**config.mk**
```make
export PLATFORM = sky130hd
export DESIGN_NAME = mux4_rr_arbiter
export DESIGN_NICKNAME = d
export VERILOG_FILES = /design/src/rtl/mux4_rr_arbiter.sv
export SDC_FILE = /design/constraint.sdc
export NUM_CORES = 1
export LEC_CHECK = 0
export ABC_CLOCK_PERIOD_IN_PS = 5100
export CAP_MARGIN = 10
export CORE_UTILIZATION = 30
export CTS_CLUSTER_SIZE = 14
export DETAILED_ROUTE_END_ITERATION = 8
export PLACE_DENSITY = 0.63
export REMOVE_ABC_BUFFERS = 1
export SLEW_MARGIN = 20
export SYNTH_ARGS = -nofsm -noshare
export SYNTH_HDL_FRONTEND = slang
export SYNTH_SLANG_ARGS = --single-unit
```
**constraint.sdc**
```tcl
create_clock -name clk -period 5.1 [get_ports clk]
set_input_delay 0.765 -clock clk [delete_from_list [all_inputs] [get_ports clk]]
set_output_delay 0.765 -clock clk [all_outputs]
set_load 0.005 [all_outputs]
```
**src/rtl/mux4_rr_arbiter.sv**
```systemverilog
// Four-requester round-robin arbiter that drives a shared 4:1 word mux into a registered valid/ready output stage.
// Optional owner locking is compiled in with `define MUX4_ARB_LOCK_EN (adds the lock input port).
module mux4_rr_arbiter #(
  parameter int BIT = 4
) (
  input  logic           clk,
  input  logic           rst,
  input  logic [3:0]     req,
  input  logic [BIT-1:0] din0,
  input  logic [BIT-1:0] din1,
  input  logic [BIT-1:0] din2,
  input  logic [BIT-1:0] din3,
`ifdef MUX4_ARB_LOCK_EN
  input  logic [3:0]     lock,
`endif
  output logic [3:0]     gnt,
  output logic [1:0]     sel,
  output logic [BIT-1:0] dout,
  output logic           dout_valid,
  input  logic           dout_ready
);

  typedef enum logic {IDLE, BUSY} state_t;

  state_t         state_q, state_d;
  logic [BIT-1:0] dout_q, dout_d;
  logic [1:0]     sel_q, sel_d;
  logic [1:0]     ptr_q, ptr_d;

  logic [BIT-1:0] din_arr [4];
  logic [3:0]     req_eff;
  logic [1:0]     winner;
  logic [1:0]     idx;
  logic           found;
  logic           load;

  assign din_arr[0] = din0;
  assign din_arr[1] = din1;
  assign din_arr[2] = din2;
  assign din_arr[3] = din3;

`ifdef MUX4_ARB_LOCK_EN
  logic       locked_q, locked_d;
  logic [1:0] owner_q, owner_d;

  // While locked, only the owner's request is visible to the search.
  assign req_eff = locked_q ? (req & (4'b0001 << owner_q)) : req;
`else
  assign req_eff = req;
`endif

  // First requester at or after ptr, wrapping modulo 4.
  always_comb begin
    winner = ptr_q;
    found  = 1'b0;
    idx    = ptr_q;
    for (int k = 0; k < 4; k++) begin
      idx = ptr_q + 2'(k);
      if (!found && req_eff[idx]) begin
        winner = idx;
        found  = 1'b1;
      end
    end
  end

  assign load = (|req_eff) && ((state_q == IDLE) || dout_ready);
  assign gnt  = (load && !rst) ? (4'b0001 << winner) : 4'b0000;

  always_comb begin
    state_d  = state_q;
    dout_d   = dout_q;
    sel_d    = sel_q;
    ptr_d    = ptr_q;
`ifdef MUX4_ARB_LOCK_EN
    locked_d = locked_q;
    owner_d  = owner_q;
`endif
    if (load) begin
      state_d = BUSY;
      dout_d  = din_arr[winner];
      sel_d   = winner;
      ptr_d   = winner + 2'd1;
`ifdef MUX4_ARB_LOCK_EN
      if (lock[winner]) begin
        locked_d = 1'b1;
        owner_d  = winner;
        ptr_d    = ptr_q;
      end else begin
        locked_d = 1'b0;
      end
`endif
    end else if (state_q == BUSY && dout_ready) begin
      state_d = IDLE;
`ifdef MUX4_ARB_LOCK_EN
      // Owner's word drained with no follow-up request: release the lock.
      if (locked_q && !req[owner_q]) begin
        locked_d = 1'b0;
      end
`endif
    end
  end

  always_ff @(posedge clk or posedge rst) begin
    if (rst) begin
      state_q  <= IDLE;
      dout_q   <= '0;
      sel_q    <= 2'd0;
      ptr_q    <= 2'd0;
`ifdef MUX4_ARB_LOCK_EN
      locked_q <= 1'b0;
      owner_q  <= 2'd0;
`endif
    end else begin
      state_q  <= state_d;
      dout_q   <= dout_d;
      sel_q    <= sel_d;
      ptr_q    <= ptr_d;
`ifdef MUX4_ARB_LOCK_EN
      locked_q <= locked_d;
      owner_q  <= owner_d;
`endif
    end
  end

  assign dout       = dout_q;
  assign sel        = sel_q;
  assign dout_valid = (state_q == BUSY);

endmodule

```
# After elaboration in Yosys (flattened, before gate mapping)
# Cells that the tools add are included.
# W data, S select, Z words.
# word_totals
output_inout_bits,11
input_bits,23
register_bits,9
# classes
magnitude_cmp,5
n_mux,20
add_sub_neg,4
shifts,1
reduce_logical,13
bitwise_logic,2
# op_table
operator,count
$lt A2 B3 Y1 const B,4
$mux W4,3
$mux W1,9
$bmux W1 S2,4
$bmux W4 S2,1
$logic_and A1 B1 Y1,6
$mux W2,3
$add A2 B1 Y2 const B,2
$add A2 B2 Y2 const B,2
$logic_not A1 Y1,4
$reduce_or A4 Y1,1
$shl A1 B2 Y4 const A,1
$ge A3 B3 Y1 const B,1
$not A2 Y3,1
$reduce_bool A2 Y1,1
$logic_or A1 B1 Y1,1
$not A1 Y1,1

# Longest topological paths before layout
# depth
ltp_word,16
depth_mapped,7

# Least setup slack after synthesis
# No wires, ideal clock.
# synth_timing
path_kind,input to output
startpoint,in req[3]
endpoint,out gnt[2]
required_ns,4.335
path_buffers,2
arrival_ns,1.844
setup_slack_ns,2.491
stages,6
path_cell_list,buf_6 > o41ai_2 > buf_2 > nor2_1 > nand2_1 > a21oi_1
# synth_via
elab_chain_len,14
# synth_lines
item,line,rtl
from (decl),8,"input logic [3:0] req,"
$bmux W1 S2,59,if (!found && req_eff[idx]) begin
$mux W1 (implied by the code),59,
$mux W1,59,
$logic_not A1 Y1,59,
$logic_and A1 B1 Y1,59,
$mux W1,59,
$logic_not A1 Y1,59,
$logic_and A1 B1 Y1,59,
$mux W1,59,
$logic_not A1 Y1,59,
$logic_and A1 B1 Y1,59,
$mux W2,59,
$shl A1 B2 Y4,67,assign gnt = (load && !rst) ? (4'b0001 << winner) : 4'b0000;
$mux W4 *,67,
to (decl),16,"output logic [3:0] gnt,"
# Mark *: on every way between the ends. The rest lies on a longest branch, timed or not. The select of a mux whose other input is x is not followed.

# Worst setup path after layout
# Same ends and word-level chain as after synthesis.

==> results.json <==
{
  "setup.worst_path.class": "primary input to output pin",
  "htree_num_levels": 1,
  "postPlaceCellArea_um2": 1030,
  "diodes": 0,
  "gp_congestion": 0.772,
  "synth_top_cells_by_area": "dfrtp_1 33%, mux2_4 8.8%, a221o_1 5.9%",
  "initial_core_util": 0.335,
  "reg2reg_from": "ptr_q[1]",
  "timing.final.crit_period_ns": 4.01,
  "grt_setup_unrepaired": "false",
  "utilization": 0.517,
  "fmax_ghz": 0.250,
  "path_max_fanout": 11,
  "clock_latency_ns": 0.26,
  "grt_pass1_wl_mm": 2.51,
  "die_y_um": 49.7,
  "cts_buffers": 3,
  "cts.sinks": 9,
  "ys_async_sr_fraction": 1.00,
  "cts_root_buf": "clkbuf_4",
  "grt-ovfl-total": 0,
  "required_ns": 4.34,
  "via_count": 653,
  "tightest_slew_ns": 0.811,
  "setup_slack_ns": 1.09,
  "routed_wl_mm": 1.54,
  "synth_ff_type": "dfrtp_1",
  "slew_headroom": 0.459,
  "cts_hold_buf": 0,
  "fill_cells": 214,
  "port_buffers": 33,
  "die-area_um2": 2470,
  "critPathCaptureType": "output pin",
  "p_per_area_nw_per_um2": 383,
  "hold_path_class": "register to register",
  "startpoint": "req[3]",
  "cts_tree": "built",
  "core_area_um2": 2040,
  "critPathArrivalTime_ns": 3.24,
  "cts.clk_slew.worst_paths_ns": 0.06,
  "dp_slack_ns": 1.12,
  "syn_area_um2": 683,
  "hold_violations": 0,
  "critPathLaunchType": "primary input",
  "skew_ns": 0.00385,
  "synth.top_cells.by_count": "9 x dfrtp_1, 5 x nand2_1, 5 x nand3_1, 5 x nor2_1, 5 x o21ai_0",
  "outcome": "finished, final reports clean",
  "rows": 16,
  "ios": 34,
  "drv_slew": 0,
  "area_growth_pct": 54.4,
  "postCtsSetupRepairBufs": 0,
  "ys_warn_count": 0,
  "vdd_drop_max_uv": 189,
  "design_area_um2": 1050,
  "power_mw": 0.404,
  "post-route-period-util": 0.786,
  "die_w_um": 49.7,
  "yosysTopAreaCellShare": 0.330,
  "grt_pass1_vias": 562,
  "wl_per_cell_um": 11.9,
  "nets": 127,
  "grt_max_degree": 18,
  "syn_inst": 69,
  "drive_gt1_frac": 0.165,
  "hp-start": "sel[0]",
  "synth_cell_types": 28,
  "yosysMostFrequentCell": "dfrtp_1",
  "drtAntennaViolNets": 0,
  "ctsResizeCount": 0,
  "setup_violations": 0,
  "routed_via_density": 5.02,
  "post-dp-hpwl_mm": 1.29,
  "initialDrtViolationCount": 4,
  "setup_tns_ns": 0,
  "remaining_drc_errors": 0,
  "drt_first_pass_iters": 4,
  "p_leak_nw": 0.410,
  "drv_cap": 0,
  "synth_edf_count": 0,
  "synth_seq_cells": 9,
  "ys_seq_area_frac": 0.330,
  "clock_tree.buffer_depth": 2,
  "antenna_found_initial": 0,
  "grt.total_usage": 0.136,
  "synth_top_cell_by_area": "dfrtp_1",
  "postSynthAreaPerCell_um2": 9.90
}
logic make-up (layout without fill, tap and decap cells):
kind of cell              count (synthesis)  count (layout)  share of synthesized area
AOI/OAI and AO/OA                        24              24                      0.288
muxes                                     6               6                      0.121
and+or+nand+nor                          23              23                      0.200
xor gates and xnor gates                  1               1                     0.0128
buffers and inverters                     6              40                     0.0494
DFF                                       9               9                      0.330
cell type report:
type / count / area, µm² / share of cell area
Multi-Input combinational cell: 54 / 424 / 0.402
Timing Repair Buffer: 34 / 338 / 0.320
Sequential cell: 9 / 225 / 0.214
Tap cell: 27 / 33.8 / 0.0320
Clock buffer: 4 / 26.3 / 0.0249
Inverter: 2 / 7.51 / 0.00712
per-stage QoR:
step	std cells	hold slack [ns]
after floorplan	65	0.479
after global placement	126	0.479
after detailed placement	126	0.475
after CTS	130	0.488
after global routing	130	0.518
final	130	0.479
cells in the final DEF (no fill, tap or decap), types with 3 or more instances in the layout:
cell type,instances
a21oi_1,3
nand2_1,5
dfrtp_1,9
o21ai_0,5
clkdlybuf4s50_1,33
clkbuf_4,3
a211oi_1,4
nand3_1,5
a221o_1,4
nor2_1,5
mux2_4,4
worst paths after layout:
path                            depth (start not counted)        to  slack [ns]
worst min register to register                          2    sel[0]        0.48
worst min-delay path                                    2    sel[0]        0.48
max in group asynchronous                               2   dout[1]        4.03
worst max register to register                          5   dout[0]        3.06
worst max-delay path                                    7    gnt[2]        1.09
min in group asynchronous                               2  ptr_q[1]        0.83
layer usage:
metal	vias to the layer above	track usage	part of all wire
met5	-	0	0
met4	0	0.0857	0.021
met3	4	0.0185	0.043
met2	25	0.207	0.47
li1	331	-	-
met1	293	0.178	0.47
critical path, cell delays in order:
cell and delay [ns]:
clkdlybuf4s50_1 0.62, nor2_1 0.23, a21oi_1 0.06, o221ai_1 0.66
nand2_1 0.21, a21oi_1 0.17, clkdlybuf4s50_1 0.52
where the power goes:
part	internal [mW]	switching [mW]	leakage (nW)	total (mW)
clock	0.0301	0.0236	0.0150	0.0537
combinational	0.127	0.0899	0.289	0.217
sequential	0.102	0.0308	0.106	0.133
total	0.259	0.144	0.410	0.404
state kept, by name, summed over array words and instances (netlist names):
signal and cells:
sel 2, dout_valid 1, dout 4, ptr_q 2
(Power assumes the default switching activity.)
==> RTL edit (same flow settings) <==
Reset style: synchronous (`rst`), changed in one clocked block.
--- a/src/rtl/mux4_rr_arbiter.sv
+++ b/src/rtl/mux4_rr_arbiter.sv
@@ -101,5 +101,5 @@
   end
 
-  always_ff @(posedge clk or posedge rst) begin
+  always_ff @(posedge clk) begin
     if (rst) begin
       state_q  <= IDLE;
Function: differs if rst is asserted again (counterexample within 4 cycles, from zero or initial values and one cycle with rst high); with rst held inactive, the same outputs for 10 cycles.
==> RTL edit against the unedited design <==
Critical path depth is the same. Sequential share of layout area shrank 2.2 points. Die area shrank 17%. Count of clock-buffer cells in the layout is the same. Non-clock buffer count shrank 1. Cell area shrank 11%. Area after synthesis shrank 17%. Wire length shrank 1.9%. Sequential cell count is the same. Clock skew grew 3.1 ps. Worst setup slack gained 360 ps. Critical endpoint is now gnt[0].
Power is not compared: it rests on default switching activity, and its combinational part moved more than twofold at a synthesized area within 25%.
==> RTL edit: results (changes against the unedited design) <==
multiplexer share of the synthesized area=14.16% (was 12.09%); hold_sp=sel[0] (unchanged); clock skew=6.981 ps (was 3.849 ps); predominant post-synthesis flop cell=dfxtp_1 (was dfrtp_1); RR Endpoint=dout[0] (unchanged); final WL=1513 microns (was 1542 microns); largest net degree at the start of global routing=14 (was 18); top post-synthesis cells by count=9 x dfxtp_1, 8 x mux2i_1, 8 x nor2_1, 5 x nand2_1, 5 x nand2b_1 (was 9 x dfrtp_1, 5 x nand2_1, 5 x nand3_1, 5 x nor2_1, 5 x o21ai_0); critical path fanouts, max=7 (was 11); worst min path class=flip-flop to flip-flop (unchanged); status=finished clean (unchanged); WP data arrival=2880 ps (was 3240 ps); hpwl dp=1171 microns (was 1287 microns); max incr delay on CP=480 ps (was 660 ps); Fillers=173 (was 214); Hold Path Sink=sel[0] (unchanged); Synth Area in Compound Gates=23.45% (was 28.75%); async set-reset flop share out of synthesis=0% (was 100.0%); first-pass GRT wire length=2608 microns (was 2511 microns); XOR/XNOR share of the synthesized area=1.549% (was 1.282%); share of post-route cells with drive strength above 1=7.000% (was 16.50%); Rel. slew slack=67.94% (was 45.93%); ranking of synthesized cells by area=dfxtp_1 32%, mux2i_1 14%, o221ai_1 6.2%, nand2b_1 5.5%, nand3b_1 5.3% (was dfrtp_1 33%, mux2_4 8.8%, a221o_1 5.9%, a211oi_1 4.4%, nand3_1 3.7%); cells on worst reg2reg path=5 (unchanged); Clk pin slew, worst setup/hold paths=60 ps (about the same); Seq/Total Area, Yosys=31.86% (was 32.97%); Layout Nets=124 (was 127); via count=601 (was 653); FF-to-FF setup slack=3450 ps (was 3060 ps); H-tree depth=1 (unchanged); Critical-path top delay cell=nor4_1 (was o221ai_1); initial antenna violation count=0 (unchanged); worst r2r src=ptr_q[1] (unchanged); Worst path top cell family by delay=simple AND/OR/NAND/NOR gates (was buffers and inverters); Synth cell types=23 (was 28); gpl congestion=0.6437 (was 0.7715); total track usage=17.49% (was 13.56%); vias in the first global route=575 (was 562); Initial DRC Count=10 (was 4)
-- RTL edit: cell types whose count changed after synthesis, sizes merged, moves of 5 or more --
cell   change
o21ai      -6
mux2i      +8
dfrtp      -9
nand3      -5
dfxtp      +9
mux2       -6
-- RTL edit: logic make-up after synthesis --
group | after synthesis
compound gates | 16
xor+xnor | 1
buf+inv | 4
flops | 9
mux | 8
simple gates | 27
-- RTL edit: how the worst max path moves through the flow --
stage | from | end | slack [ps]
global placement | req[2] | gnt[1] | 1520
floorplan | req[2] | gnt[1] | 2660
global route | req[0] | gnt[0] | 1220
detailed placement | req[0] | gnt[0] | 1450
CTS | req[0] | gnt[0] | 1440
finish | req[0] | gnt[0] | 1450
-- RTL edit: layer usage --
layer | track usage, % | up-vias | wire, microns
li1 | - | 308 | -
met3 | 6.349 | 0 | 84
met4 | 1.212 | 0 | 0
met5 | 0 | - | 0
met2 | 26.86 | 18 | 703
met1 | 24.39 | 275 | 725
-- RTL edit: cell type report --
type                            count  area share [%]
Inverter                            2          0.8000
Sequential cell                     9           19.20
Clock buffer                        4           2.800
Timing Repair Buffer               33           35.20
Multi-Input combinational cell     52           38.67
Tap cell                           25           3.333
-- RTL edit: tightest hold or removal path, cell delays in order (launching register included) --
cell and delay (ps):
dfxtp_1 310, nand2_1 50, a21oi_1 60
-- RTL edit: report_power, final --
| part | internal [mW] | switching (mW) | leakage [nW] | total, mW |
|---|---|---|---|---|
| Clock | 0.0303 | 0.0276 | 0.0150 | 0.0578 |
| Combinational | 0.0575 | 0.0403 | 0.264 | 0.0978 |
| Sequential | 0.0812 | 0.00793 | 0.0748 | 0.0891 |
-- RTL edit: per-stage QoR --
stage	area (sq um)	std cells	power, mW	setup slack [ps]	hold WS [ps]
after floorplan	550.5	63	0.1393	2663	446.7
after global placement	912.1	121	0.1898	1516	460.8
after detailed placement	912.1	121	0.1895	1449	449.9
after CTS	938.4	125	0.2479	1441	467.2
after global routing	938.4	125	0.2623	1222	498.4
final	938.4	125	0.2447	1451	463.5
